--- src/rtl/file_port_sequencer.sv ---
// Owns the file port of the shared 256x16 data memory. It packs host bytes into words
// on load, and streams memory words out as big-endian byte pairs on dump.
module file_port_sequencer #(
  parameter int ADDR_W = 8,
  parameter int DATA_W = 16
) (
  input  logic              clock,
  input  logic              reset,
  input  logic              load_start,
  input  logic              dump_start,
  input  logic [ADDR_W-1:0] base_addr,
  input  logic [ADDR_W:0]   word_count,
  input  logic              rx_valid,
  input  logic [7:0]        rx_data,
  output logic              tx_valid,
  input  logic              tx_ready,
  output logic [7:0]        tx_data,
  output logic              write_en_file,
  output logic [ADDR_W-1:0] addr_file,
  output logic [DATA_W-1:0] data_file,
  input  logic [DATA_W-1:0] dataout_file,
  output logic              busy,
  output logic              done
);

  typedef enum logic [3:0] {
    IDLE,
    LD_HI,
    LD_LO,
    LD_WR,
    DP_RD,
    DP_WAIT,
    DP_HI,
    DP_LO,
    FIN
  } state_t;

  state_t            state;
  logic [ADDR_W-1:0] ptr;
  logic [ADDR_W:0]   remaining;
  logic [7:0]        byte_hi;
  logic [7:0]        tx_word_lo;

  // Every output is a flop. Each output is loaded on the transition into the state
  // that owns it, so it is already valid during that state.
  always_ff @(posedge clock or posedge reset) begin
    if (reset) begin
      state         <= IDLE;
      ptr           <= '0;
      remaining     <= '0;
      byte_hi       <= '0;
      tx_word_lo    <= '0;
      write_en_file <= 1'b0;
      addr_file     <= '0;
      data_file     <= '0;
      tx_valid      <= 1'b0;
      tx_data       <= '0;
      busy          <= 1'b0;
      done          <= 1'b0;
    end else begin
      // NOTE: non-blocking defaults at the top make pulse outputs self-clearing;
      // later assignments in the same block override them for this edge only.
      done          <= 1'b0;
      write_en_file <= 1'b0;

      case (state)
        IDLE: begin
          if (load_start || dump_start) begin
            ptr       <= base_addr;
            remaining <= word_count;
            addr_file <= base_addr;
            busy      <= 1'b1;
            if (word_count == '0) begin
              done  <= 1'b1;
              state <= FIN;
            end else if (load_start) begin
              state <= LD_HI;
            end else begin
              state <= DP_RD;
            end
          end
        end

        LD_HI: begin
          if (rx_valid) begin
            byte_hi <= rx_data;
            state   <= LD_LO;
          end
        end

        LD_LO: begin
          if (rx_valid) begin
            write_en_file <= 1'b1;
            addr_file     <= ptr;
            data_file     <= {byte_hi, rx_data};
            state         <= LD_WR;
          end
        end

        // The strobe is high for this single cycle; any rx byte arriving now is dropped.
        LD_WR: begin
          ptr       <= ptr + ADDR_W'(1);
          remaining <= remaining - (ADDR_W+1)'(1);
          if (remaining == (ADDR_W+1)'(1)) begin
            done  <= 1'b1;
            state <= FIN;
          end else begin
            state <= LD_HI;
          end
        end

        DP_RD: state <= DP_WAIT;

        // Memory read data is valid now, one cycle after the address was presented.
        DP_WAIT: begin
          tx_valid   <= 1'b1;
          tx_data    <= dataout_file[DATA_W-1 -: 8];
          tx_word_lo <= dataout_file[7:0];
          state      <= DP_HI;
        end

        DP_HI: begin
          if (tx_ready) begin
            tx_data <= tx_word_lo;
            state   <= DP_LO;
          end
        end

        DP_LO: begin
          if (tx_ready) begin
            tx_valid  <= 1'b0;
            ptr       <= ptr + ADDR_W'(1);
            remaining <= remaining - (ADDR_W+1)'(1);
            if (remaining == (ADDR_W+1)'(1)) begin
              done  <= 1'b1;
              state <= FIN;
            end else begin
              addr_file <= ptr + ADDR_W'(1);
              state     <= DP_RD;
            end
          end
        end

        FIN: begin
          busy  <= 1'b0;
          state <= IDLE;
        end

        default: begin
          busy  <= 1'b0;
          state <= IDLE;
        end
      endcase
    end
  end

endmodule

--- config.mk ---
export PLATFORM = sky130hd
export DESIGN_NAME = file_port_sequencer
export DESIGN_NICKNAME = d
export VERILOG_FILES = /design/src/rtl/file_port_sequencer.sv
export SDC_FILE = /design/constraint.sdc
export NUM_CORES = 1
export LEC_CHECK = 0
export CORE_MARGIN = 2
export CORE_UTILIZATION = 54
export CTS_CLUSTER_DIAMETER = 150
export DETAILED_ROUTE_END_ITERATION = 7
export PLACE_DENSITY = 0.94
export SYNTH_ARGS = -nofsm -noshare
export SYNTH_HDL_FRONTEND = slang
export SYNTH_SLANG_ARGS = --single-unit
export TNS_END_PERCENT = 10
--- constraint.sdc ---
create_clock -name clock -period 6.75 [get_ports clock]
set_input_delay 1.35 -clock clock [delete_from_list [all_inputs] [get_ports clock]]
set_output_delay 1.35 -clock clock [all_outputs]
set_load 0.02 [all_outputs]
; ---- Word-level counts from Yosys, hierarchy flattened
; Cells that the tools add are included.
[totals]
regBits = 73
output_inout_bits = 36
elab_cells = 78
[classes]
add_sub_neg = 2
n_eq_ne = 14
n_mux = 33
bitwise = 1
n_reduce_logical = 16
[op_table]
columns = cell, count
row1 = 8-bit two-way mux, 6
row2 = 8-bit case mux with 3 select lines, 2
row3 = 4-bit two-way mux, 8
row4 = 4-bit case mux with 8 select lines, 1
row5 = 9-bit case mux with 3 select lines, 1
row6 = 9-bit two-way mux, 2
row7 = "4-bit by 3-bit == test with 1-bit output, second input constant", 4
row8 = 8-bit case mux with 2 select lines, 1
row9 = "2-bit != test, second input constant", 6
row10 = 2-bit AND reduction, 5
row11 = 5-bit AND reduction, 2
row12 = "9-bit by 1-bit == test with 1-bit output, second input constant", 1
row13 = 9-bit logical NOT, 1
row14 = "9-bit by 1-bit subtractor with 9-bit output, second input constant", 1
row15 = "8-bit by 1-bit adder with 8-bit output, second input constant", 1
row16 = "4-bit by 2-bit == test with 1-bit output, second input constant", 2
row17 = 1-bit two-way mux, 8
row18 = 7-bit OR reduction, 1
row19 = 3-bit nonzero test, 2
row20 = "4-bit by 1-bit == test with 1-bit output, second input constant", 1
row21 = 4-bit logical NOT, 1
row22 = 1-bit case mux with 2 select lines, 2
row23 = 2-bit nonzero test, 2
row24 = 3-bit two-way mux, 1
row25 = other kinds (4), 4

; ---- Logic depth before layout (Yosys ltp)
; Gate-level depths: netlist of the first run.
[logic_depth]
word_depth = 4
depth_mapped = 8
depth_no_buf = 7

; ---- Worst setup path before layout of the first run
; No wires, ideal clock.
[synth_path]
path_kind = input-to-reg
from = input port dump_start
to = register state[2]
arrival_ns = 2.441
t_required_ns = 6.674
path_slack_ns = 4.233
stages = 5
path_cell_list = nor2_1 -> o2bb2ai_2 -> or3_1 -> or4_1 -> o21ai_1
[synth_via]
elab_chain_len = 3
[synth_rtl]
columns = item, line
row1 = start: declaration, 10  ; input logic dump_start,
row2 = 1-bit logical OR, 68  ; if (load_start || dump_start) begin
row3 = 2-bit != test (no source line), --
row4 = 5-bit AND reduction (no source line), --
row5 = end signal: assignment, 75  ; state <= FIN;
row6 = end signal: assignment, 77  ; state <= LD_HI;
row7 = end signal: assignment, 79  ; state <= DP_RD;
row8 = end: declaration, 38  ; state_t state;
; No other way between the ends.
; A chain may end at the register's enable or synchronous reset.

; ---- Worst setup path in the final report of the first run
[layout_path]
from = input port tx_ready
to = register tx_data[2]
[layout_via]
elab_chain_len = 2
[layout_rtl]
columns = item, line
row1 = start: declaration, 16  ; input logic tx_ready,
row2 = 2-bit != test (no source line), --
row3 = 2-bit AND reduction (no source line), --
row4 = end signal: assignment, 117  ; tx_data <= dataout_file[DATA_W-1 -: 8];
row5 = end signal: assignment, 124  ; tx_data <= tx_word_lo;
row6 = end: declaration, 17  ; output logic [7:0] tx_data,
; No other way between the ends.

==> results of run 1 <==
-- registers in the layout, indices dropped and copies added (netlist names) --
| name | count |
|---|---|
| ptr | 8 |
| write_en_file | 1 |
| remaining | 9 |
| tx_data | 8 |
| tx_valid | 1 |
| done | 1 |
| state | 4 |
| busy | 1 |
| data_file | 16 |
| addr_file | 8 |
| byte_hi | 8 |
| tx_word_lo | 8 |
-- layer usage --
layer  GRT usage  routed length, um  vias to the layer above
met3      0.0751                666                       20
met4       0.104                204                        0
met2       0.393               4220                      140
li1            -                  -                     1444
met1       0.325               3660                     1542
met5           0                  0                        -
-- power groups by stage --
| stage | logic (mW) | clock network (mW) | registers, mW |
|---|---|---|---|
| floorplan | 0.637 | 0 | 0.906 |
| global placement | 1.04 | 0 | 0.822 |
| detailed placement | 1.08 | 0 | 0.837 |
| CTS | 1.09 | 0.378 | 0.831 |
| global route | 1.18 | 0.398 | 0.866 |
| finish | 1.09 | 0.376 | 0.835 |
-- worst paths after layout --
check	endpoint
max	tx_data[2]$_DFFE_PP0P_
min	byte_hi[6]$_DFFE_PP0P_
max reg2reg	remaining[6]$_DFFE_PP0P_
min reg2reg	byte_hi[6]$_DFFE_PP0P_
max in group asynchronous	ptr[0]$_DFFE_PP0P_
min in group asynchronous	tx_word_lo[2]$_DFFE_PP0P_
-- through the flow --
step	instance area (um2)	utilization	hold WS (ns)	power [mW]
floorplan	3620	-	0.460	1.54
global placement	4460	0.695	0.466	1.86
detailed placement	4460	0.695	0.481	1.92
CTS	4670	0.727	0.499	2.30
global route	4670	0.727	0.516	2.45
finish	4670	0.727	0.497	2.30
-- cells by family after synthesis --
group           share of synthesized area
flops                               0.505
fa+ha+maj                          0.0104
compound gates                      0.162
mux                                 0.125
simple gates                        0.164
buf+inv                            0.0342
-- cell usage in the layout (no fill, tap or decap), types with 2 or more instances in the layout --
cell type	count
a21o_1	3
a21oi_1	41
a221oi_1	3
a22oi_1	3
a31oi_1	6
buf_4	3
bufinv_16	2
clkbuf_1	2
clkbuf_8	10
clkdlybuf4s50_1	82
dfrtp_1	73
ha_1	3
inv_1	6
mux2_1	2
mux2_2	31
mux2i_1	8
nand2_1	20
nand2b_1	7
nand3_1	7
nor2_1	41
nor3_1	13
nor3b_1	2
nor4_1	6
o21ai_0	19
o21ai_1	3
o22ai_1	3
o2bb2ai_1	2
o32ai_1	3
or4_1	3
or4b_1	2
-- area by class of cell --
type,count,area [um2],area share
Sequential cell,73,1830,0.391
Inverter,7,26.3,0.00562
Clock inverter,3,65.1,0.0139
Multi-Input combinational cell,254,1670,0.357
Tap cell,77,96.3,0.0206
Clock buffer,12,145,0.0311
Timing Repair Buffer,85,843,0.181
==> results.toml, run 1 <==
[power]
clkPwrFrac = 0.163
p_leak_nw = 1.87
powerDensity_mw_per_mm2 = 493
ir_drop_mv = 0.282
swShare = 0.401
p_int_mw = 1.38
p_switching_mw = 0.924
pwr-share-seq = 0.362
pwr-share-comb = 0.474

[die]
start_util = 0.564
row_count = 29
die_w_um = 85.9
design.die.area_mm2 = 0.00737
pin_count = 83
core_area_mm2 = 0.00642
die_y_um = 85.9

[placed_design]
io_buffers = 82
place_worst_setup_slack_ns = 3.54
hpwl_um = 5940
routabilityCongestion = 0.911
dp_cells = 496

[global_route]
grt_antenna_before_repair = 0
grt_pass1_wl_um = 14500
gr-total-overflow = 0
grtUsageTotal = 0.251
grt_pass1_vias = 3046
grt_max_degree = 74

[clocking]
ctsResizeCount = 0
numCtsBuffers = 9
htree_levels = 3
ctsHoldBuffers = 0
clock-root-buffer = "clkbuf_8"
clk_latency_ns = 0.35
clk_pin_slew_ns = 0.07
clk_path_buf_depth = 2
cts_tree = "yes"
cts_setup_buffers = 0
cts_sinks = 73

[synth]
ys_top_cells_by_area = "dfrtp_1 50%, mux2_2 9.6%, a21oi_1 5.7%, nor2_1 4.3%, o21ai_0 2.6%"
synth_common_cells = "73 x dfrtp_1, 41 x a21oi_1, 41 x nor2_1"
syn_inst = 353
yosysMostFrequentCell = "dfrtp_1"
synth.top_cell.area_share = 0.505
synth_flop_cell = "dfrtp_1"
synth_fp_nets = 403
yosysWarnings = 0
ys_types = 51
synth_enable_flop_cells = 0
synth_area_mm2 = 0.00362
synth_top_area_cell = "dfrtp_1"
synth-async-reset-ratio = 1.00
seq_area_frac_synth = 0.505
synth_area_per_cell_um2 = 10.3
yosys_register_bits = 73

[detailed_routing]
wl_per_cell_um = 17.1
drt-vias-per-instance = 6.16
antenna_left = 0
drt_first_pass_iters = 7
drtIter0Drc = 300
vias = 3146
drt_wl_total_um = 8750
drcViolationCount = 0

[sta]
max_freq_mhz = 346
slew_headroom = 0.286
finalWorstPathRequiredPeriod_ns = 2.89
hold_viol = 0
finalSetupTns_ns = 0
finalMaxSlewViolations = 0
fin_ws_ns = 3.86
grt_setup_unrepaired = "no"
setup_violations = 0
fin_crit_sh = 0.428
clock_skew_ns = 0.00542
tightest_slew_ns = 1.07

[worst_setup_path]
critPathMaxFanout = 16
r2r_setup_slack_ns = 4.24
worst-path-stages = 5
critPathMaxStageDelay_ns = 0.87
endpoint_kind = "flip-flop"
startpoint = "tx_ready"
r2r_start = "state[0]$_DFFE_PP0P_"
r2r_cells = 5
critPathSlowestCell = "a21oi_1"
crit_family = "compound AO/OA/AOI/OAI gates"
path_cells = "clkdlybuf4s50_1 > nand3b_1 > a21oi_1 > nor2_1 > a21oi_1"
critical_path_class = "primary input to flip-flop"
worstPathRequired_ns = 7.02
crit_top_cell = "a21oi_1"
path_buf_inv = 1
startpoint_type = "primary input"
arrival_ns = 3.16

[finish]
num-fill-cells = 438
finalNonFillerCells = 511
area_growth_pct = 29.1
final_nets = 480
drive_gt1_frac = 0.127
n_antenna_cell = 0

[min_path]
holdCritStartpoint = "byte_hi[6]$_DFFE_PP0P_"
hold_path_depth = 1
hp-class = "flip-flop to flip-flop"

[flow_run]
maxCapViolCount = 0

[outcome]
status = "complete, no violations"
Note: power is estimated with default switching activity, not from simulation.
==> inputs of run 2 (changes only) <==
--- a/config.mk
+++ b/config.mk
@@ -6,10 +6,10 @@
 export NUM_CORES = 1
 export LEC_CHECK = 0
 export CORE_MARGIN = 2
-export CORE_UTILIZATION = 54
+export CORE_UTILIZATION = 50
 export CTS_CLUSTER_DIAMETER = 150
 export DETAILED_ROUTE_END_ITERATION = 7
-export PLACE_DENSITY = 0.94
+export PLACE_DENSITY = 0.89
 export SYNTH_ARGS = -nofsm -noshare
 export SYNTH_HDL_FRONTEND = slang
 export SYNTH_SLANG_ARGS = --single-unit
==> constraint.sdc (replaced) <==
create_clock -name clock -period 2.7 [get_ports clock]
set_input_delay 0.54 -clock clock [delete_from_list [all_inputs] [get_ports clock]]
set_output_delay 0.54 -clock clock [all_outputs]
set_load 0.02 [all_outputs]
==> results.toml, run 2 (synthesis results as in run 1) <==
[finish]
n_antenna_cell = 0
regMostFlops = "data_file"
drive_gt1_frac = 0.147
final_util = 0.663
reg.largest.list = "data_file: 16 flops, remaining: 9 flops"
final_common_cell = "clkdlybuf4s50_1"
final_cell_mix = "82 x clkdlybuf4s50_1, 73 x dfrtp_1, 41 x a21oi_1, 41 x nor2_1, 31 x mux2_2"
largest_reg_flops = 16
final_nets = 487
num-fill-cells = 575
area_growth_pct = 30.7

[clocking]
clk_latency_ns = 0.35
ctsHoldBuffers = 0
cts_sinks = 73
cts_tree = "yes"
clk_pin_slew_ns = 0.08
numCtsBuffers = 9
clk_path_buf_depth = 2
ctsResizeCount = 0
clock-root-buffer = "clkbuf_8"
htree_levels = 3
cts_setup_buffers = 0

[die]
pin_count = 83
start_util = 0.507
core_area_mm2 = 0.00714
die_y_um = 89.1
die_w_um = 89.1
design.die.area_mm2 = 0.00794
row_count = 31

[sta]
max_freq_mhz = 438
slew_headroom = 0.608
setup_violations = 0
finalSetupTns_ns = 0
fin_crit_sh = 0.845
tightest_slew_ns = 0.583
hold_viol = 0
finalWorstPathRequiredPeriod_ns = 2.28
clock_skew_ns = 0.00614
finalMaxSlewViolations = 0
grt_setup_unrepaired = "no"

[placed_design]
hpwl_um = 6260
routabilityCongestion = 0.887
io_buffers = 82

[detailed_routing]
drcViolationCount = 0
drt_wl_total_um = 8790
drtIter0Drc = 205
antenna_left = 0
drt_first_pass_iters = 6
drt-vias-per-instance = 5.79
vias = 3133
wl_per_cell_um = 16.2

[worst_setup_path]
r2r_start = "state[0]$_DFFE_PP0P_"
critPathSlowestCell = "dfrtp_1"
endpoint_kind = "flip-flop"
path_cells = "and4b_1 > nor2_2 > a221oi_4 > buf_4 > nor2_1 > a31oi_1"
critPathMaxStageDelay_ns = 0.67
critical_path_class = "flip-flop to flip-flop"
worstPathRequired_ns = 2.97
arrival_ns = 2.55
critPathMaxFanout = 16
startpoint = "state[0]$_DFFE_PP0P_"
startpoint_type = "flip-flop"

[power]
p_leak_nw = 1.88
powerDensity_mw_per_mm2 = 1190
ir_drop_mv = 0.735

[global_route]
gr-total-overflow = 0
grt_pass1_wl_um = 14800
grt_max_degree = 74
grtUsageTotal = 0.240
grt_antenna_before_repair = 0
grt_pass1_vias = 3207

[min_path]
holdCritStartpoint = "tx_valid$_DFFE_PP0P_"
hp-class = "flip-flop to flip-flop"

[flow_run]
maxCapViolCount = 0

[outcome]
status = "complete, no violations"
[run 2: cell types whose count changed in the layout (fill, tap and decap cells not counted)]
cell | previous run | this run
buf_12 | 0 | 1
buf_4 | 3 | 9
bufinv_16 | 2 | 0
clkbuf_1 | 2 | 1
clkbuf_8 | 10 | 9
clkinvlp_4 | 0 | 4
inv_6 | 0 | 1
nor3b_1 | 2 | 1
nor3b_2 | 0 | 1
[run 2: metrics by stage]
stage | area, um2 | total power, mW | hold slack [ns] | worst slack (ns) | std cells
finish | 4730 | 5.63 | 0.482 | 0.417 | 541
global route | 4730 | 6.04 | 0.517 | 0.252 | 541
CTS | 4730 | 5.64 | 0.488 | 0.438 | 541
detailed placement | 4560 | 4.87 | 0.470 | 0.249 | 525
global placement | 4560 | 4.72 | 0.467 | 0.394 | 525
floorplan | 3620 | 3.86 | 0.460 | 0.307 | 353
[run 2: worst paths after layout]
check | end | slack, ns | cells past startpoint
max | addr_file[1]$_DFFE_PP0P_ | 0.42 | 6
min | tx_valid$_DFFE_PP0P_ | 0.48 | 1
max reg2reg | addr_file[1]$_DFFE_PP0P_ | 0.42 | 6
min reg2reg | tx_valid$_DFFE_PP0P_ | 0.48 | 1
max in group asynchronous | ptr[0]$_DFFE_PP0P_ | 1.81 | 3
min in group asynchronous | tx_word_lo[3]$_DFFE_PP0P_ | 0.60 | 3
[run 2: cell type report]
type                            count  area (um2)  area share
Sequential cell                    73        1830       0.386
Timing Repair Buffer               92         908       0.192
Clock buffer                       10         128      0.0270
Clock inverter                      6        43.8     0.00926
Tap cell                           99         124      0.0262
Inverter                            7        26.3     0.00555
Multi-Input combinational cell    254        1670       0.354
[run 2: worst max-delay path, delay by kind of cell (launching register included)]
kind | cells | cell delay [ns]
simple gates | 3 | 0.73
flops | 1 | 0.67
buf+inv | 1 | 0.23
compound gates | 2 | 0.57
[run 2: power by group]
part           switching (mW)  internal, mW  total (mW)
clock                   0.433         0.335       0.768
sequential              0.450          1.63        2.08
combinational            1.44          1.34        2.78
total                    2.32          3.30        5.63
[run 2: routing by layer]
| metal | up-vias | GRT usage | routed length (um) |
|---|---|---|---|
| met5 | - | 0 | 0 |
| met4 | 0 | 0.0787 | 152 |
| met3 | 17 | 0.0748 | 744 |
| met2 | 139 | 0.384 | 4280 |
| met1 | 1521 | 0.312 | 3610 |
| li1 | 1456 | - | - |
==> inputs of run 3 (changes only) <==
--- a/config.mk
+++ b/config.mk
@@ -6,10 +6,10 @@
 export NUM_CORES = 1
 export LEC_CHECK = 0
 export CORE_MARGIN = 2
-export CORE_UTILIZATION = 50
+export CORE_UTILIZATION = 45
 export CTS_CLUSTER_DIAMETER = 150
 export DETAILED_ROUTE_END_ITERATION = 7
-export PLACE_DENSITY = 0.89
+export PLACE_DENSITY = 0.85
 export SYNTH_ARGS = -nofsm -noshare
 export SYNTH_HDL_FRONTEND = slang
 export SYNTH_SLANG_ARGS = --single-unit
==> constraint.sdc (replaced) <==
create_clock -name clock -period 2.1 [get_ports clock]
set_input_delay 0.42 -clock clock [delete_from_list [all_inputs] [get_ports clock]]
set_output_delay 0.42 -clock clock [all_outputs]
set_load 0.02 [all_outputs]
==> results.toml, run 3 (synthesis results as in run 1) <==
[sta]
hold_viol = 0
finalWorstPathRequiredPeriod_ns = 2.02
finalMaxSlewViolations = 0
clock_skew_ns = 0.0111
grt_setup_unrepaired = "yes"
tightest_slew_ns = 0.452
setup_violations = 0
max_freq_mhz = 496
finalSetupTns_ns = 0
slew_headroom = 0.696
fin_crit_sh = 0.960

[worst_setup_path]
path_buf_inv = 1
critPathSlowestCell = "dfrtp_1"
path_cells = "buf_4 > nand2b_1 > or2_1 > o21ai_0 > a221oi_1 > a21oi_1"
startpoint_type = "flip-flop"
arrival_ns = 2.24
critical_path_class = "flip-flop to flip-flop"
worstPathRequired_ns = 2.32
r2r_cells = 6
rr_endpoint = "addr_file[7]$_DFFE_PP0P_"
r2r_setup_slack_ns = 0.08
endpoint_kind = "flip-flop"
critPathMaxFanout = 10
r2r_start = "state[3]$_DFFE_PP0P_"
crit_family = "compound AO/OA/AOI/OAI gates"
critPathMaxStageDelay_ns = 0.58

[finish]
final_cell_mix = "82 x clkdlybuf4s50_1, 72 x dfrtp_1, 41 x a21oi_1, 41 x nor2_1, 34 x buf_4"
stdcell_area_mm2 = 0.00497
drive_gt1_frac = 0.201
final_common_cell = "clkdlybuf4s50_1"
num-fill-cells = 614
regMostFlops = "data_file"
largest_reg_flops = 16
area_growth_pct = 37.2
reg.largest.list = "data_file: 16 flops, remaining: 9 flops"
n_antenna_cell = 0
final_nets = 513

[die]
row_count = 32
design.die.area_mm2 = 0.00878
core_area_mm2 = 0.00777
pin_count = 83
start_util = 0.466
die_y_um = 93.7
die_w_um = 93.7

[global_route]
grt_antenna_before_repair = 0
gr-total-overflow = 0
grt_max_degree = 49
grt_pass1_wl_um = 14700
grtUsageTotal = 0.210
grt_pass1_vias = 3140

[detailed_routing]
drt_wl_total_um = 8640
antenna_left = 0
vias = 3112
wl_per_cell_um = 15.2
drcViolationCount = 0
drt_first_pass_iters = 4
drt-vias-per-instance = 5.46
drtIter0Drc = 169

[placed_design]
placed_area_mm2 = 0.00477
io_buffers = 82
routabilityCongestion = 0.852
hpwl_um = 6180

[min_path]
hp-class = "flip-flop to flip-flop"
hold_path_depth = 1
worstHoldEndpoint = "tx_valid$_DFFE_PP0P_"
holdCritStartpoint = "tx_valid$_DFFE_PP0P_"

[power]
powerDensity_mw_per_mm2 = 1530
clkPwrFrac = 0.136
p_int_mw = 4.52
swShare = 0.403
pwr-share-comb = 0.516
p_switching_mw = 3.06
ir_drop_mv = 0.878
p_leak_nw = 2.02
pwr-share-seq = 0.347

[clocking]
cts_tree = "yes"
clk_latency_ns = 0.35
numCtsBuffers = 9
cts_sinks = 73
clock-root-buffer = "clkbuf_8"
clk_path_buf_depth = 2
clk_pin_slew_ns = 0.09
htree_levels = 3

[flow_run]
maxCapViolCount = 0

[outcome]
status = "complete, no violations"
## run 3: cell type report
class / count / area, um2 / area share
Sequential cell: 73 / 1830 / 0.368
Multi-Input combinational cell: 254 / 1680 / 0.339
Timing Repair Buffer: 118 / 1120 / 0.225
Tap cell: 102 / 128 / 0.0257
Clock buffer: 9 / 124 / 0.0249
Clock inverter: 7 / 58.8 / 0.0118
Inverter: 7 / 30.0 / 0.00605
## run 3: power by group through the flow
stage	clock [mW]	combinational [mW]	sequential [mW]
global route	1.12	4.30	2.73
finish	1.03	3.92	2.63
global placement	0	3.80	2.59
detailed placement	0	3.92	2.63
CTS	1.06	3.94	2.63
floorplan	0	2.05	2.91
## run 3: worst max path at each step
stage | cells past startpoint | slack (ns) | from | end
4_1_cts | 6 | 0.07 | remaining[1]$_DFFE_PP0P_ | addr_file[0]$_DFFE_PP0P_
6_report | 6 | 0.08 | state[3]$_DFFE_PP0P_ | addr_file[7]$_DFFE_PP0P_
3_5_place_dp | 6 | -0.07 | rx_valid | state[2]$_DFFE_PP0P_
3_3_place_gp | 6 | -0.03 | rx_valid | state[2]$_DFFE_PP0P_
5_1_grt | 7 | -0.009 | state[1]$_DFFE_PP0P_ | remaining[1]$_DFFE_PP0P_
2_1_floorplan | 6 | 0.16 | remaining[1]$_DFFE_PP0P_ | addr_file[0]$_DFFE_PP0P_
## run 3: routing by layer
layer	routed length, um	GRT usage	vias up
li1	-	-	1517
met1	3750	0.287	1469
met2	4130	0.334	111
met3	643	0.0490	15
met4	119	0.0676	0
met5	0	0	-
## run 3: repair_timing
action,in CTS,in global routing
buffers inserted,0,0
hold buffers,0,0
setup endpoints to repair,0,10
gates resized for setup,0,3
## run 3: per-stage QoR
| stage | util | total power [mW] | setup WS, ns | hold WS, ns | std cells |
|---|---|---|---|---|---|
| 3_5_place_dp | 0.615 | 6.55 | -0.0733 | 0.465 | 554 |
| 6_report | 0.639 | 7.58 | 0.0845 | 0.488 | 570 |
| 5_1_grt | 0.639 | 8.15 | -0.00884 | 0.523 | 570 |
| 3_3_place_gp | 0.615 | 6.39 | -0.0294 | 0.464 | 554 |
| 4_1_cts | 0.638 | 7.62 | 0.0650 | 0.492 | 570 |
| 2_1_floorplan | - | 4.96 | 0.163 | 0.460 | 353 |
